**src/rtl/seven_seg_scan_mux.sv**
```systemverilog
`default_nettype none
// ============================================================================
//  Module      : seven_seg_scan_mux
//  Description : Time-multiplexed driver for N_DIGITS common-anode
//                seven-segment digits that share one segment bus. Digit
//                values, decimal points and enables are held in shadow
//                registers. Each digit gets a fixed slot of SCAN_DIV cycles:
//                BLANK_CYCLES with all anodes off, then the rest with the
//                digit shown. The block decodes hex internally and supports
//                leading-zero suppression.
//
//  Ports       : CLK          system clock, rising edge
//                RST_N        asynchronous active-low reset
//                DATA         hex nibble per digit, digit k = DATA[4k+3:4k]
//                DP_IN        per-digit decimal point request (active-high)
//                EN           per-digit enable (active-high)
//                UPDATE       load strobe for the shadow registers
//                LZ_SUPPRESS  blank leading zeros when 1
//                AN           anode selects (active-low)
//                SS_LED       segments a..g on bits 0..6 (active-low)
//                DP           decimal point (active-low)
//                DIGIT_IDX    index of the current slot
//
//  Revision    : 1.0  initial release
// ============================================================================
module seven_seg_scan_mux #(
    parameter int N_DIGITS     = 8,
    parameter int SCAN_DIV     = 100000,
    parameter int BLANK_CYCLES = 1000
) (
    input  wire logic                    CLK,
    input  wire logic                    RST_N,
    input  wire logic [4*N_DIGITS-1:0]   DATA,
    input  wire logic [N_DIGITS-1:0]     DP_IN,
    input  wire logic [N_DIGITS-1:0]     EN,
    input  wire logic                    UPDATE,
    input  wire logic                    LZ_SUPPRESS,
    output logic      [N_DIGITS-1:0]     AN,
    output logic      [6:0]              SS_LED,
    output logic                         DP,
    output logic      [2:0]              DIGIT_IDX
);

    localparam int c_show_cycles = SCAN_DIV - BLANK_CYCLES;
    localparam int c_cnt_w       = (SCAN_DIV > 2) ? $clog2(SCAN_DIV) : 1;

    localparam logic [0:0] c_st_blank = 1'b0;
    localparam logic [0:0] c_st_show  = 1'b1;

    localparam logic [6:0] c_seg_off = 7'h7F;

    // ------------------------------------------------------------------------
    // Registers
    // ------------------------------------------------------------------------
    logic [0:0]              r_state;
    logic [c_cnt_w-1:0]      r_cnt;
    logic [2:0]              r_idx;
    logic [N_DIGITS-1:0]     r_an;
    logic [6:0]              r_seg;
    logic                    r_dp;
    logic [4*N_DIGITS-1:0]   r_sh_data;
    logic [N_DIGITS-1:0]     r_sh_dp;
    logic [N_DIGITS-1:0]     r_sh_en;

    // ------------------------------------------------------------------------
    // Combinational helpers
    // ------------------------------------------------------------------------
    logic                    w_blank_done;
    logic                    w_show_done;
    logic [2:0]              w_idx_nxt;
    logic [N_DIGITS-1:0]     w_supp;
    logic                    w_zero_above;
    logic [3:0]              w_sel_nib;
    logic                    w_sel_en;
    logic                    w_sel_dp;
    logic                    w_sel_supp;
    logic [N_DIGITS-1:0]     w_an_sel;
    logic [N_DIGITS-1:0]     w_an_nxt;
    logic [6:0]              w_seg_nxt;
    logic                    w_dp_nxt;

    function automatic logic [6:0] f_hex_to_seg(input logic [3:0] nib);
        logic [6:0] seg;
        case (nib)
            4'h0:    seg = 7'h40;
            4'h1:    seg = 7'h79;
            4'h2:    seg = 7'h24;
            4'h3:    seg = 7'h30;
            4'h4:    seg = 7'h19;
            4'h5:    seg = 7'h12;
            4'h6:    seg = 7'h02;
            4'h7:    seg = 7'h78;
            4'h8:    seg = 7'h00;
            4'h9:    seg = 7'h10;
            4'hA:    seg = 7'h08;
            4'hB:    seg = 7'h03;
            4'hC:    seg = 7'h46;
            4'hD:    seg = 7'h21;
            4'hE:    seg = 7'h06;
            default: seg = 7'h0E;
        endcase
        return seg;
    endfunction

    assign w_blank_done = (r_state == c_st_blank) &&
                          (r_cnt == c_cnt_w'(BLANK_CYCLES - 1));
    assign w_show_done  = (r_state == c_st_show) &&
                          (r_cnt == c_cnt_w'(c_show_cycles - 1));

    // With a single digit the index simply stays at zero.
    assign w_idx_nxt = (r_idx == 3'(N_DIGITS - 1)) ? 3'd0 : r_idx + 3'd1;

    // Leading-zero scan from the most significant digit down. A digit is
    // suppressed while no enabled digit above it holds a nonzero nibble;
    // disabled digits do not stop the run of leading zeros.
    always_comb begin
        w_zero_above = 1'b1;
        w_supp       = '0;
        for (int k = N_DIGITS - 1; k >= 0; k--) begin
            w_supp[k] = LZ_SUPPRESS && (k != 0) &&
                        (r_sh_data[4*k +: 4] == 4'h0) && w_zero_above;
            if (r_sh_en[k] && (r_sh_data[4*k +: 4] != 4'h0)) begin
                w_zero_above = 1'b0;
            end
        end
    end

    // Pick the attributes of the digit whose slot is current.
    always_comb begin
        w_sel_nib  = 4'h0;
        w_sel_en   = 1'b0;
        w_sel_dp   = 1'b0;
        w_sel_supp = 1'b0;
        for (int k = 0; k < N_DIGITS; k++) begin
            if (r_idx == 3'(k)) begin
                w_sel_nib  = r_sh_data[4*k +: 4];
                w_sel_en   = r_sh_en[k];
                w_sel_dp   = r_sh_dp[k];
                w_sel_supp = w_supp[k];
            end
        end
    end

    assign w_an_sel = ~(N_DIGITS'(1) << r_idx);

    // Outputs latched on the edge that enters SHOW. A suppressed leading
    // zero still lights its anode when its decimal point is requested.
    always_comb begin
        w_an_nxt  = '1;
        w_seg_nxt = c_seg_off;
        w_dp_nxt  = 1'b1;
        if (w_sel_en) begin
            if (w_sel_supp) begin
                if (w_sel_dp) begin
                    w_an_nxt = w_an_sel;
                    w_dp_nxt = 1'b0;
                end
            end else begin
                w_an_nxt  = w_an_sel;
                w_seg_nxt = f_hex_to_seg(w_sel_nib);
                w_dp_nxt  = ~w_sel_dp;
            end
        end
    end

    // ------------------------------------------------------------------------
    // Shadow registers, scan state machine and registered outputs
    // ------------------------------------------------------------------------
    always_ff @(posedge CLK or negedge RST_N) begin
        if (!RST_N) begin
            r_state   <= c_st_blank;
            r_cnt     <= '0;
            r_idx     <= 3'd0;
            r_an      <= '1;
            r_seg     <= c_seg_off;
            r_dp      <= 1'b1;
            r_sh_data <= '0;
            r_sh_dp   <= '0;
            r_sh_en   <= '1;
        end else begin
            if (UPDATE) begin
                r_sh_data <= DATA;
                r_sh_dp   <= DP_IN;
                r_sh_en   <= EN;
            end

            case (r_state)
                c_st_blank: begin
                    if (w_blank_done) begin
                        r_state <= c_st_show;
                        r_cnt   <= '0;
                        r_an    <= w_an_nxt;
                        r_seg   <= w_seg_nxt;
                        r_dp    <= w_dp_nxt;
                    end else begin
                        r_cnt   <= r_cnt + c_cnt_w'(1);
                    end
                end
                c_st_show: begin
                    if (w_show_done) begin
                        r_state <= c_st_blank;
                        r_cnt   <= '0;
                        r_idx   <= w_idx_nxt;
                        r_an    <= '1;
                        r_seg   <= c_seg_off;
                        r_dp    <= 1'b1;
                    end else begin
                        r_cnt   <= r_cnt + c_cnt_w'(1);
                    end
                end
                default: begin
                    r_state <= c_st_blank;
                    r_cnt   <= '0;
                    r_an    <= '1;
                    r_seg   <= c_seg_off;
                    r_dp    <= 1'b1;
                end
            endcase
        end
    end

    assign AN        = r_an;
    assign SS_LED    = r_seg;
    assign DP        = r_dp;
    assign DIGIT_IDX = r_idx;

endmodule
`default_nettype wire

```
**config.mk**
```make
export PLATFORM = sky130hd
export DESIGN_NAME = seven_seg_scan_mux
export DESIGN_NICKNAME = d
export VERILOG_FILES = /design/src/rtl/seven_seg_scan_mux.sv
export SDC_FILE = /design/constraint.sdc
export NUM_CORES = 1
export LEC_CHECK = 0
export CORE_MARGIN = 2
export CORE_UTILIZATION = 54
export DETAILED_ROUTE_END_ITERATION = 10
export PLACE_DENSITY = 0.8
export SYNTH_ARGS = -nofsm -noshare
export SYNTH_HDL_FRONTEND = slang
export SYNTH_SLANG_ARGS = --single-unit
```
**constraint.sdc**
```tcl
create_clock -name CLK -period 4.1 [get_ports CLK]
set_input_delay 0.615 -clock CLK [delete_from_list [all_inputs] [get_ports CLK]]
set_output_delay 0.615 -clock CLK [all_outputs]
set_load 0.02 [all_outputs]
```
==> out/metrics.yaml, run 1 <==
synth:
  synth_ff_type: "dfrtp_1"
  synth-simple-area-share_pct: 14.6
  synth_xor_area_share_pct: 2.94
  synth.distinct_cells: 62
  yosysSeqAreaShare_pct: 48.3
  synth_seq_cells: 85
  synth-edff-count: 0
  syn_avg_cell_area_um2: 10.8
  synth-compound-area-share_pct: 15.7
  synthTopCellsByArea: "dfrtp_1 (34%), dfstp_2 (14%), mux2_2 (11%)"
  ys_async_sr_fraction_pct: 100
  syn_inst: 413
  syn-cell-area_um2: 4470
  yosysTopAreaCell: "dfrtp_1"
  synth_top_family_by_area: "compound AO/OA/AOI/OAI gates"
  synthesis.nets: 477
  muxShareOfSynthArea_pct: 11.7
  synth_top_area_share_pct: 34.2
  synthAdderAreaFrac_pct: 3.36
  ys.warnings.count: 0
setup_path:
  critPathMaxFanout: 23
  rrSetupSlack_ns: 0.72
  cp.arrival_ns: 3.66
  cp.required_ns: 4.38
  cp-end-kind: "register"
  path_class: "register to register"
  r2r-start: "DIGIT_IDX[0]"
  startpoint_type: "register"
  rr_worst_depth: 11
  r2r_end: "SS_LED[4]"
sta:
  clock_skew_ns: 0.00774
  finalSetupViolCount: 0
  hold_viol_final: 0
  tns_ns: 0
  post-route-min-period_ns: 3.38
  tightestPinTransition_ns: 1.03
  period_share_pct: 82.3
  slew_violations: 0
  rsz0062_at_grt: "no"
  maxSlewHeadroom_pct: 31.4
  timing.fmax_mhz: 296
global_routing:
  grt_pass1_wl_um: 17100
  grt_max_degree: 86
  grt_pass1_vias: 3446
  antenna_found_initial: 0
  grt_overflow_total: 0
  track_usage_pct: 24.4
clocking:
  clock-sinks: 85
  clock_path_buffers: 2
  cts_tree: "done"
  postCtsHoldBufs: 0
  cts_root_buffer: "clkbuf_8"
  clk_pin_slew_worst_paths_ns: 0.08
  ctsResizeCount: 0
  clkLatencyLatePin_ns: 0.36
  cts_made_buffers: 9
  ctsHtreeMaxLevel: 3
  post_cts_buffers: 0
job:
  maxCapViolCount: 0
routing:
  wl_per_cell_um: 17.4
  drc: 0
  via_per_inst: 5.99
  firstDrtPassIters: 5
  num_vias: 3520
  drtIter0Drc: 253
  routed_wl_um: 10300
  ant_nets: 0
power_and_ir_drop:
  seq_power_share_pct: 50.6
  p_clk_share_pct: 38.2
  powerDensity_nw_per_um2: 337
  power_switching_w: 0.000441
  ir_drop_v: 0.000221
  p_int_w: 0.00140
  swShare_pct: 23.9
  p_leak_nw: 2.24
  p_comb_share_pct: 11.2
floorplanning:
  die_w_um: 95.0
  initial_core_util_pct: 54.9
  io_pins: 71
  fp-row-count: 33
  die_area_um2: 9020
  coreArea_um2: 8130
  die_y_um: 95.0
final_layout:
  layout-drive-gt1-share_pct: 20.9
  final_nets: 542
  fin_cells: 588
  synthToLayoutAreaGrowth_pct: 22.7
  diodes: 0
hold_path:
  hp-class: "input port to async pin"
run_status:
  run_status: "finished, final reports clean"
place:
  dp_hpwl_um: 7490
  port_buffers: 70
  place_congestion: 0.950
  placed_cells: 572
==> synth_stat cells, types with 3 or more instances <==
| library cell | count |
|---|---|
| o22a_1 | 8 |
| mux2_2 | 43 |
| mux2i_1 | 4 |
| dfstp_2 | 24 |
| nand2b_1 | 8 |
| o31ai_1 | 3 |
| and3_1 | 6 |
| a221oi_1 | 4 |
| xor2_1 | 11 |
| a211oi_1 | 5 |
| clkbuf_1 | 10 |
| dfrtp_1 | 61 |
| inv_1 | 16 |
| a31oi_1 | 3 |
| buf_2 | 5 |
| o32a_1 | 5 |
| o21ai_0 | 17 |
| a21oi_1 | 24 |
| nor4_1 | 6 |
| a21o_1 | 3 |
| nor3_1 | 6 |
| o31a_1 | 4 |
| a311oi_1 | 3 |
| ha_1 | 12 |
| buf_1 | 4 |
| nor2b_1 | 6 |
| nand3_1 | 10 |
| nor2_1 | 24 |
| nand3b_1 | 11 |
| nand4_1 | 3 |
| xnor2_1 | 4 |
| nand2_1 | 24 |
==> cell type report <==
cell class                 count  area, um2
clock inverter                 4       77.6
sequential                    85       2160
clock buffer                  12        165
tap                          105        131
timing repair buffer          74        723
inverter                      17       63.8
fill                         649       2660
multi-input combinational    291       2160
==> metal layers <==
| metal | track usage, % | vias up | wire length [um] |
|---|---|---|---|
| met3 | 5.67 | 22 | 633 |
| met2 | 38.2 | 134 | 4900 |
| met5 | 0 | - | 0 |
| met4 | 7.97 | 0 | 199 |
| met1 | 33.5 | 1719 | 4530 |
| li1 | - | 1645 | - |
==> flip-flops by register name (all words and copies together), names as in the netlist <==
signal	count
AN	8
DIGIT_IDX	3
DP	1
SS_LED	7
r_cnt	17
r_sh_data	32
r_sh_dp	8
r_sh_en	8
r_state	1
==> worst max-delay path, stage by stage, from the launching register on <==
cell and delay [ns]:
dfrtp_1 0.45, inv_1 0.11, ha_1 0.65, a221oi_1 0.21, a2111oi_0 0.48, buf_4 0.21
nor2_1 0.08, ha_1 0.26, o311ai_0 0.14, o31ai_1 0.15, a2111oi_0 0.48, nor2_1 0.07
==> cells by family after synthesis <==
kind of cell / count (synthesis)
AOI/OAI and AO/OA: 99
and+or+nand+nor: 118
DFF: 85
xor gates and xnor gates: 15
muxes: 47
adders and majority gates: 12
buffers and inverters: 37
==> power by group through the flow <==
stage | registers (W) | clock network, W | logic [W]
floorplan | 0.000929 | 0 | 0.000118
global placement | 0.000947 | 0 | 0.000202
detailed placement | 0.000947 | 0 | 0.000207
CTS | 0.000933 | 0.000718 | 0.000208
global route | 0.000938 | 0.000759 | 0.000228
finish | 0.000933 | 0.000704 | 0.000207
==> cell usage in the layout (no fill, tap or decap), types with 3 or more instances in the layout <==
| cell | n |
|---|---|
| a31oi_1 | 3 |
| o31a_1 | 4 |
| o22a_1 | 8 |
| nor3_1 | 6 |
| xnor2_1 | 4 |
| nand4_1 | 3 |
| and3_1 | 6 |
| nor2_1 | 24 |
| a311oi_1 | 3 |
| o21ai_0 | 17 |
| nand3b_1 | 11 |
| xor2_1 | 11 |
| nor2b_1 | 6 |
| mux2i_1 | 4 |
| o32a_1 | 5 |
| ha_1 | 12 |
| a21oi_1 | 24 |
| mux2_2 | 43 |
| inv_1 | 16 |
| nand2_1 | 24 |
| o31ai_1 | 3 |
| nand3_1 | 10 |
| clkdlybuf4s50_1 | 68 |
| a221oi_1 | 4 |
| dfrtp_1 | 61 |
| a21o_1 | 3 |
| nor4_1 | 6 |
| clkbuf_8 | 12 |
| buf_4 | 5 |
| nand2b_1 | 8 |
| a211oi_1 | 5 |
| dfstp_2 | 24 |
==> how the worst max path moves through the flow <==
stage / slack (ns) / end / from
6_report: 0.72 / SS_LED[4] / DIGIT_IDX[0]
5_1_grt: 0.35 / SS_LED[4] / DIGIT_IDX[0]
4_1_cts: 0.78 / SS_LED[4] / DIGIT_IDX[0]
3_5_place_dp: 0.84 / SS_LED[4] / DIGIT_IDX[0]
3_3_place_gp: 0.92 / SS_LED[4] / DIGIT_IDX[0]
2_1_floorplan: 1.04 / SS_LED[4] / DIGIT_IDX[2]
==> metrics by stage <==
| stage | utilization, % | hold WS (ns) | power (W) | cell area [um2] | setup WS [ns] |
|---|---|---|---|---|---|
| final | 67.4 | 0.413 | 0.00184 | 5480 | 0.724 |
| after CTS | 67.4 | 0.476 | 0.00186 | 5480 | 0.784 |
| after global routing | 67.4 | 0.520 | 0.00193 | 5480 | 0.346 |
| after floorplan | - | 0.319 | 0.00105 | 4470 | 1.04 |
| after detailed placement | 64.4 | 0.490 | 0.00115 | 5240 | 0.840 |
| after global placement | 64.4 | 0.477 | 0.00115 | 5240 | 0.922 |
No activity file was read; power rests on OpenSTA's default activity.
==> inputs of run 2 (changes only) <==
==> constraint.sdc (replaced) <==
create_clock -name CLK -period 3.3 [get_ports CLK]
set_input_delay 0.495 -clock CLK [delete_from_list [all_inputs] [get_ports CLK]]
set_output_delay 0.495 -clock CLK [all_outputs]
set_load 0.02 [all_outputs]
==> run 2 against run 1 <==
Highest routed layer unchanged. Setup slack lost 0.45 ns. Count of clock-buffer cells in the layout shrank 2. First-iteration DRC count grew 5.5%. Largest cell class unchanged. Global-route usage grew 0.33 points. Sequential cell count is the same. Clock skew grew 0.0030 ns.
==> out/metrics.yaml, run 2 (synthesized netlist as in run 1, its figures left out) <==
run_status:
  run_status: "finished, final reports clean"
floorplanning:
  coreArea_um2: 8130  # unchanged
  io_pins: 71  # unchanged
  die_area_um2: 9020  # unchanged
  die_w_um: 95.0  # unchanged
  fp-row-count: 33  # unchanged
  initial_core_util_pct: 54.9  # unchanged
  die_y_um: 95.0  # unchanged
sta:
  period_share_pct: 91.7  # +9.3 points
  hold_viol_final: 0  # unchanged
  slew_violations: 0  # unchanged
  finalSetupViolCount: 0  # unchanged
  timing.fmax_mhz: 331  # +12%
  tightestPinTransition_ns: 1.04  # +0.0133 ns
  tns_ns: 0  # unchanged
  post-route-min-period_ns: 3.03  # -0.350 ns
  clock_skew_ns: 0.0108  # +0.00305 ns
  maxSlewHeadroom_pct: 30.5  # -0.89 points
  rsz0062_at_grt: "no"
setup_path:
  rrSetupSlack_ns: 0.27  # -0.45 ns
  critPathMaxFanout: 6  # -74%
  startpoint_type: "register"
  path_delay_family: "compound AO/OA/AOI/OAI gates"
  crit_chain: "ha_1 > ha_1 > or2_2 > o211ai_1 > a21oi_1 > o31a_1 > ha_1 > o311ai_0 > o31ai_1 > a2111oi_1 > nor2_1"
  crit_slowest_cell: "dfrtp_1"
  r2r-start: "DIGIT_IDX[0]"
  cp.arrival_ns: 3.30  # -0.36 ns
  endpoint: "SS_LED[4]"
  cp-end-kind: "register"
  crit_top_cell: "ha_1"
  cp-startpoint: "DIGIT_IDX[0]"
  path_class: "register to register"
  cp.required_ns: 3.58  # -0.80 ns
  r2r_end: "SS_LED[4]"
  cp_slowest_stage_delay_ns: 0.47  # -0.18 ns
  cp_num_cells: 11  # unchanged
  rr_worst_depth: 11  # unchanged
  path_buf_inv: 0  # -2
final_layout:
  regMostFlops: "r_sh_data"
  reg.largest.list: "r_sh_data (32), r_cnt (17)"
  final_area_um2: 5520  # +0.75%
  final_nets: 548  # +1.1%
  final_cell_mix: "clkdlybuf4s50_1 (68), dfrtp_1 (61), mux2_2 (43)"
  diodes: 0  # unchanged
  final_common_cell: "clkdlybuf4s50_1"
  largest_reg_flops: 32  # unchanged
  layout-drive-gt1-share_pct: 22.3  # +1.4 points
  synthToLayoutAreaGrowth_pct: 23.6
place:
  port_buffers: 70  # unchanged
  place_congestion: 0.919  # -3.3%
  post_dp_cell_area_um2: 5280  # +0.86%
  dp_hpwl_um: 7710  # +2.9%
global_routing:
  met1_usage_pct: 32.8  # -0.73 points
  grt_pass1_wl_um: 17000  # -0.44%
  track_usage_pct: 24.7  # +0.33 points
  grt_pass1_vias: 3453  # +0.20%
  top_usage_layer: "met2"
  global_route.usage.met2_pct: 40.1  # +1.8 points
  grt_max_degree: 86  # unchanged
  grt_overflow_total: 0  # unchanged
  met3_usage_pct: 4.87  # -0.80 points
  antenna_found_initial: 0  # unchanged
clocking:
  clk_pin_slew_worst_paths_ns: 0.09  # about the same
  postCtsHoldBufs: 0  # unchanged
  cts_root_buffer: "clkbuf_8"
  clock-sinks: 85  # unchanged
  cts_made_buffers: 9  # unchanged
  ctsHtreeMaxLevel: 3  # unchanged
  post_cts_buffers: 0  # unchanged
  clock_path_buffers: 2  # unchanged
  ctsResizeCount: 0  # unchanged
  cts_tree: "done"
  clkLatencyLatePin_ns: 0.36  # about the same
routing:
  wl_per_cell_um: 17.4  # -0.14%
  num_vias: 3572  # +1.5%
  drc: 0  # unchanged
  firstDrtPassIters: 5  # unchanged
  routed_wl_um: 10300  # +0.88%
  ant_nets: 0  # unchanged
  via_per_inst: 6.01  # +0.45%
  drtIter0Drc: 267  # +5.5%
power_and_ir_drop:
  p_leak_nw: 2.27  # +1.1%
  ir_drop_v: 0.000274  # +24%
  power_w: 0.00227  # +23%
  powerDensity_nw_per_um2: 410  # +22%
hold_path:
  hp-class: "input port to async pin"
job:
  maxCapViolCount: 0  # unchanged
==> run 2: cell count changes in the layout (fill, tap and decap cells not counted), sizes merged <==
cell	previous run	this run
buf	6	12
clkbuf	12	10
clkinv	2	3
inv	17	18
==> run 2: worst reg2reg max path, cell delays in order, from the launching register on <==
cell	delay, ns
dfrtp_1	0.47
ha_1	0.27
ha_1	0.20
or2_2	0.33
o211ai_1	0.17
a21oi_1	0.11
o31a_1	0.32
ha_1	0.27
o311ai_0	0.13
o31ai_1	0.14
a2111oi_1	0.45
nor2_1	0.08
==> run 2: worst min-delay path by stage <==
stage	from	to	slack (ns)	cells after the start
floorplan	RST_N	DIGIT_IDX[0]	0.20	0
global placement	r_cnt[0]	r_cnt[0]	0.48	1
detailed placement	r_cnt[0]	r_cnt[0]	0.49	1
CTS	RST_N	r_cnt[14]	0.35	1
global route	RST_N	r_cnt[12]	0.39	1
finish	RST_N	r_cnt[12]	0.28	1
==> run 2: layer usage <==
| layer | wire, um | part of all wire (%) |
|---|---|---|
| met1 | 4410 | 43 |
| met5 | 0 | 0 |
| met4 | 214 | 2.1 |
| met2 | 5070 | 49 |
| met3 | 651 | 6.3 |
==> run 2: through the flow <==
stage / std cells / utilization [%] / setup slack [ns] / hold WS, ns
detailed placement: 578 / 64.9 / 0.280 / 0.492
finish: 594 / 67.9 / 0.275 / 0.282
global route: 594 / 67.9 / 0.0161 / 0.391
global placement: 578 / 64.9 / 0.412 / 0.479
CTS: 594 / 67.8 / 0.183 / 0.347
floorplan: 413 / - / 0.237 / 0.199
==> run 2: area by class of cell <==
type,instances,area (um2)
flip-flops and latches,85,2160
multi-input cells,291,2170
clock inverters,6,93.8
inverters,17,63.8
well taps,105,131
clock buffers,10,138
repair buffers,80,768
fillers,631,2610
==> run 2: where the power goes <==
part	internal, W	total, W	switching (W)
Sequential	0.00111	0.00116	0.0000500
Combinational	0.000144	0.000259	0.000114
Clock	0.000455	0.000849	0.000394
==> inputs of run 3 (changes only) <==
--- a/config.mk
+++ b/config.mk
@@ -8,7 +8,8 @@
 export CORE_MARGIN = 2
 export CORE_UTILIZATION = 54
 export DETAILED_ROUTE_END_ITERATION = 10
-export PLACE_DENSITY = 0.8
+export HOLD_SLACK_MARGIN = 0.05
+export PLACE_DENSITY = 0.86
 export SYNTH_ARGS = -nofsm -noshare
 export SYNTH_HDL_FRONTEND = slang
 export SYNTH_SLANG_ARGS = --single-unit
==> constraint.sdc (replaced) <==
create_clock -name CLK -period 2.8 [get_ports CLK]
set_input_delay 0.42 -clock CLK [delete_from_list [all_inputs] [get_ports CLK]]
set_output_delay 0.42 -clock CLK [all_outputs]
set_load 0.02 [all_outputs]
==> run 3 against run 2 <==
Fmax up 11%. Critical path depth is 2 higher. Die area unchanged. Critical path type unchanged. Sequential cell count is the same. Largest cell class unchanged.
==> out/metrics.yaml, run 3 (synthesized netlist as in run 1, its figures left out) <==
run_status:
  run_status: "finished, final reports clean"
routing:
  num_vias: 3698  # +3.5%
  firstDrtPassIters: 5  # unchanged
  drc: 0  # unchanged
  met2_length_um: 5560  # +9.6%
  route.met3.wl_um: 758  # +16%
  wl_per_cell_um: 18.2  # +4.3%
  routed_wl_um: 11200  # +8.7%
  drt-met1-wl_um: 4750  # +7.8%
  via_per_inst: 5.97  # -0.65%
  drtIter0Drc: 255  # -4.5%
  top_layer: "met4"
  ant_nets: 0  # unchanged
power_and_ir_drop:
  p_comb_share_pct: 13.4  # +2.0 points
  swShare_pct: 25.4  # +0.77 points
  powerDensity_nw_per_um2: 453  # +10%
  p_clk_share_pct: 34.0  # -3.5 points
  p_leak_nw: 2.37  # +4.4%
  ir_drop_v: 0.000349  # +27%
  power_switching_w: 0.000662  # +19%
  p_int_w: 0.00194  # +14%
  seq_power_share_pct: 52.6  # +1.5 points
setup_path:
  cp.arrival_ns: 3.01  # -0.29 ns
  crit_chain: "buf_4 > ha_2 > buf_4 > a211oi_1 > o21ai_0 > a21oi_1 > o31a_1 > buf_6 > inv_1 > ha_2 > mux2i_1 > nor2_1 > o32a_1"
  cp.required_ns: 3.09  # -0.49 ns
  cp-end-kind: "register"
  cp_slowest_stage_delay_ns: 0.42  # -0.05 ns
  crit_slowest_cell: "dfrtp_1"
  critPathMaxFanout: 13  # +7
  path_class: "register to register"
  startpoint_type: "register"
sta:
  timing.fmax_mhz: 367  # +11%
  maxSlewHeadroom_pct: 35.8  # +5.3 points
  clock_skew_ns: 0.0132  # +0.00240 ns
  tightestPinTransition_ns: 0.963  # -0.0799 ns
  slew_violations: 0  # unchanged
  post-route-min-period_ns: 2.72  # -0.302 ns
  period_share_pct: 97.3  # +5.6 points
  hold_viol_final: 0  # unchanged
  hold_ws_ns: 0.180  # -0.101 ns
  rsz0062_at_grt: "yes"
  finalSetupViolCount: 0  # unchanged
clocking:
  cts_tree: "done"
  clkLatencyLatePin_ns: 0.36  # about the same
  clk_pin_slew_worst_paths_ns: 0.09  # about the same
  ctsHtreeMaxLevel: 3  # unchanged
  clock-sinks: 85  # unchanged
  cts_root_buffer: "clkbuf_8"
  clock_path_buffers: 2  # unchanged
  cts_made_buffers: 9  # unchanged
floorplanning:
  die_area_um2: 9020  # unchanged
  io_pins: 71  # unchanged
  fp-row-count: 33  # unchanged
  die_y_um: 95.0  # unchanged
  die_w_um: 95.0  # unchanged
  initial_core_util_pct: 54.9  # unchanged
  coreArea_um2: 8130  # unchanged
final_layout:
  diodes: 0  # unchanged
  fin_util_pct: 70.7  # +2.8 points
  fin_cells: 619  # +4.2%
  regMostFlops: "r_sh_data"
  final_nets: 573  # +4.6%
  largest_reg_flops: 32  # unchanged
  final_common_cell: "clkdlybuf4s50_1"
  layout-drive-gt1-share_pct: 28.6  # +6.3 points
  final_cell_mix: "clkdlybuf4s50_1 (68), dfrtp_1 (60), mux2_2 (43)"
  synthToLayoutAreaGrowth_pct: 28.7
  reg.largest.list: "r_sh_data (32), r_cnt (17)"
place:
  port_buffers: 70  # unchanged
  dp_hpwl_um: 8110  # +5.1%
  place_congestion: 0.967  # +5.2%
  placed_cells: 598  # +3.5%
global_routing:
  grt_pass1_vias: 3643  # +5.5%
  grt_overflow_total: 0  # unchanged
  track_usage_pct: 25.8  # +1.1 points
  grt_max_degree: 74  # -14%
  grt_pass1_wl_um: 17900  # +5.1%
  antenna_found_initial: 0  # unchanged
job:
  maxCapViolCount: 0  # unchanged
hold_path:
  hp-class: "input port to async pin"
-- run 3: changes by cell type in the layout (fill, tap and decap cells not counted), sizes merged --
cell / previous run / this run
clkbuf: 10 / 11
clkinv: 3 / 2
buf: 12 / 37
bufinv: 2 / 1
clkinvlp: 0 / 2
inv: 18 / 17
-- run 3: routing by layer --
metal  vias up  track usage, %
met5         -               0
met4         0            7.49
met3        26            5.59
met2       166            42.2
met1      1797            34.6
li1       1709               -
-- run 3: critical path, delay by kind of cell (launching register included) --
family / cells / cell delay (ns)
AOI/OAI and AO/OA: 5 / 1.06
adders and majority gates: 2 / 0.45
buffers and inverters: 4 / 0.55
DFF: 1 / 0.42
muxes: 1 / 0.14
and+or+nand+nor: 1 / 0.05
-- run 3: power groups by stage --
stage	Combinational [W]	Sequential [W]	Clock [W]
after floorplan	0.000174	0.00136	0
after global placement	0.000317	0.00138	0
after detailed placement	0.000329	0.00139	0
after CTS	0.000332	0.00137	0.000896
after global routing	0.000381	0.00138	0.000958
final	0.000349	0.00137	0.000886
-- run 3: worst paths after layout --
check                             start            to  slack [ns]  cells past startpoint
max in group asynchronous         RST_N     SS_LED[1]        1.79                      2
max                        DIGIT_IDX[0]     SS_LED[6]        0.08                     13
max reg2reg                DIGIT_IDX[0]     SS_LED[6]        0.08                     13
min reg2reg                    r_cnt[0]      r_cnt[0]        0.50                      1
min in group CLK               r_cnt[0]      r_cnt[0]        0.50                      1
min                               RST_N  r_sh_data[2]        0.18                      1
-- run 3: cell type report --
type / count / area, um2
Timing Repair Buffer: 105 / 960
Sequential cell: 85 / 2160
Clock buffer: 11 / 141
Inverter: 17 / 65.1
Clock inverter: 5 / 58.8
Fill cell: 550 / 2380
Multi-Input combinational cell: 291 / 2230
Tap cell: 105 / 131
-- run 3: repair_timing --
| item | CTS | global route |
|---|---|---|
| hold buffers | 0 | 0 |
| pin swaps | 0 | 9 |
| buffers inserted | 2 | 3 |
| endpoints found under the setup margin | 2 | 7 |
| resized for setup | 3 | 17 |
-- run 3: metrics by stage --
step	total power [W]	cell area, um2	setup TNS [ns]	setup WS (ns)
floorplan	0.00154	4480	0	0.00663
global placement	0.00170	5440	0	0.0726
detailed placement	0.00172	5440	-0.0193	-0.0193
CTS	0.00259	5660	0	0.00517
global route	0.00271	5750	-0.0522	-0.0434
finish	0.00260	5750	0	0.0763
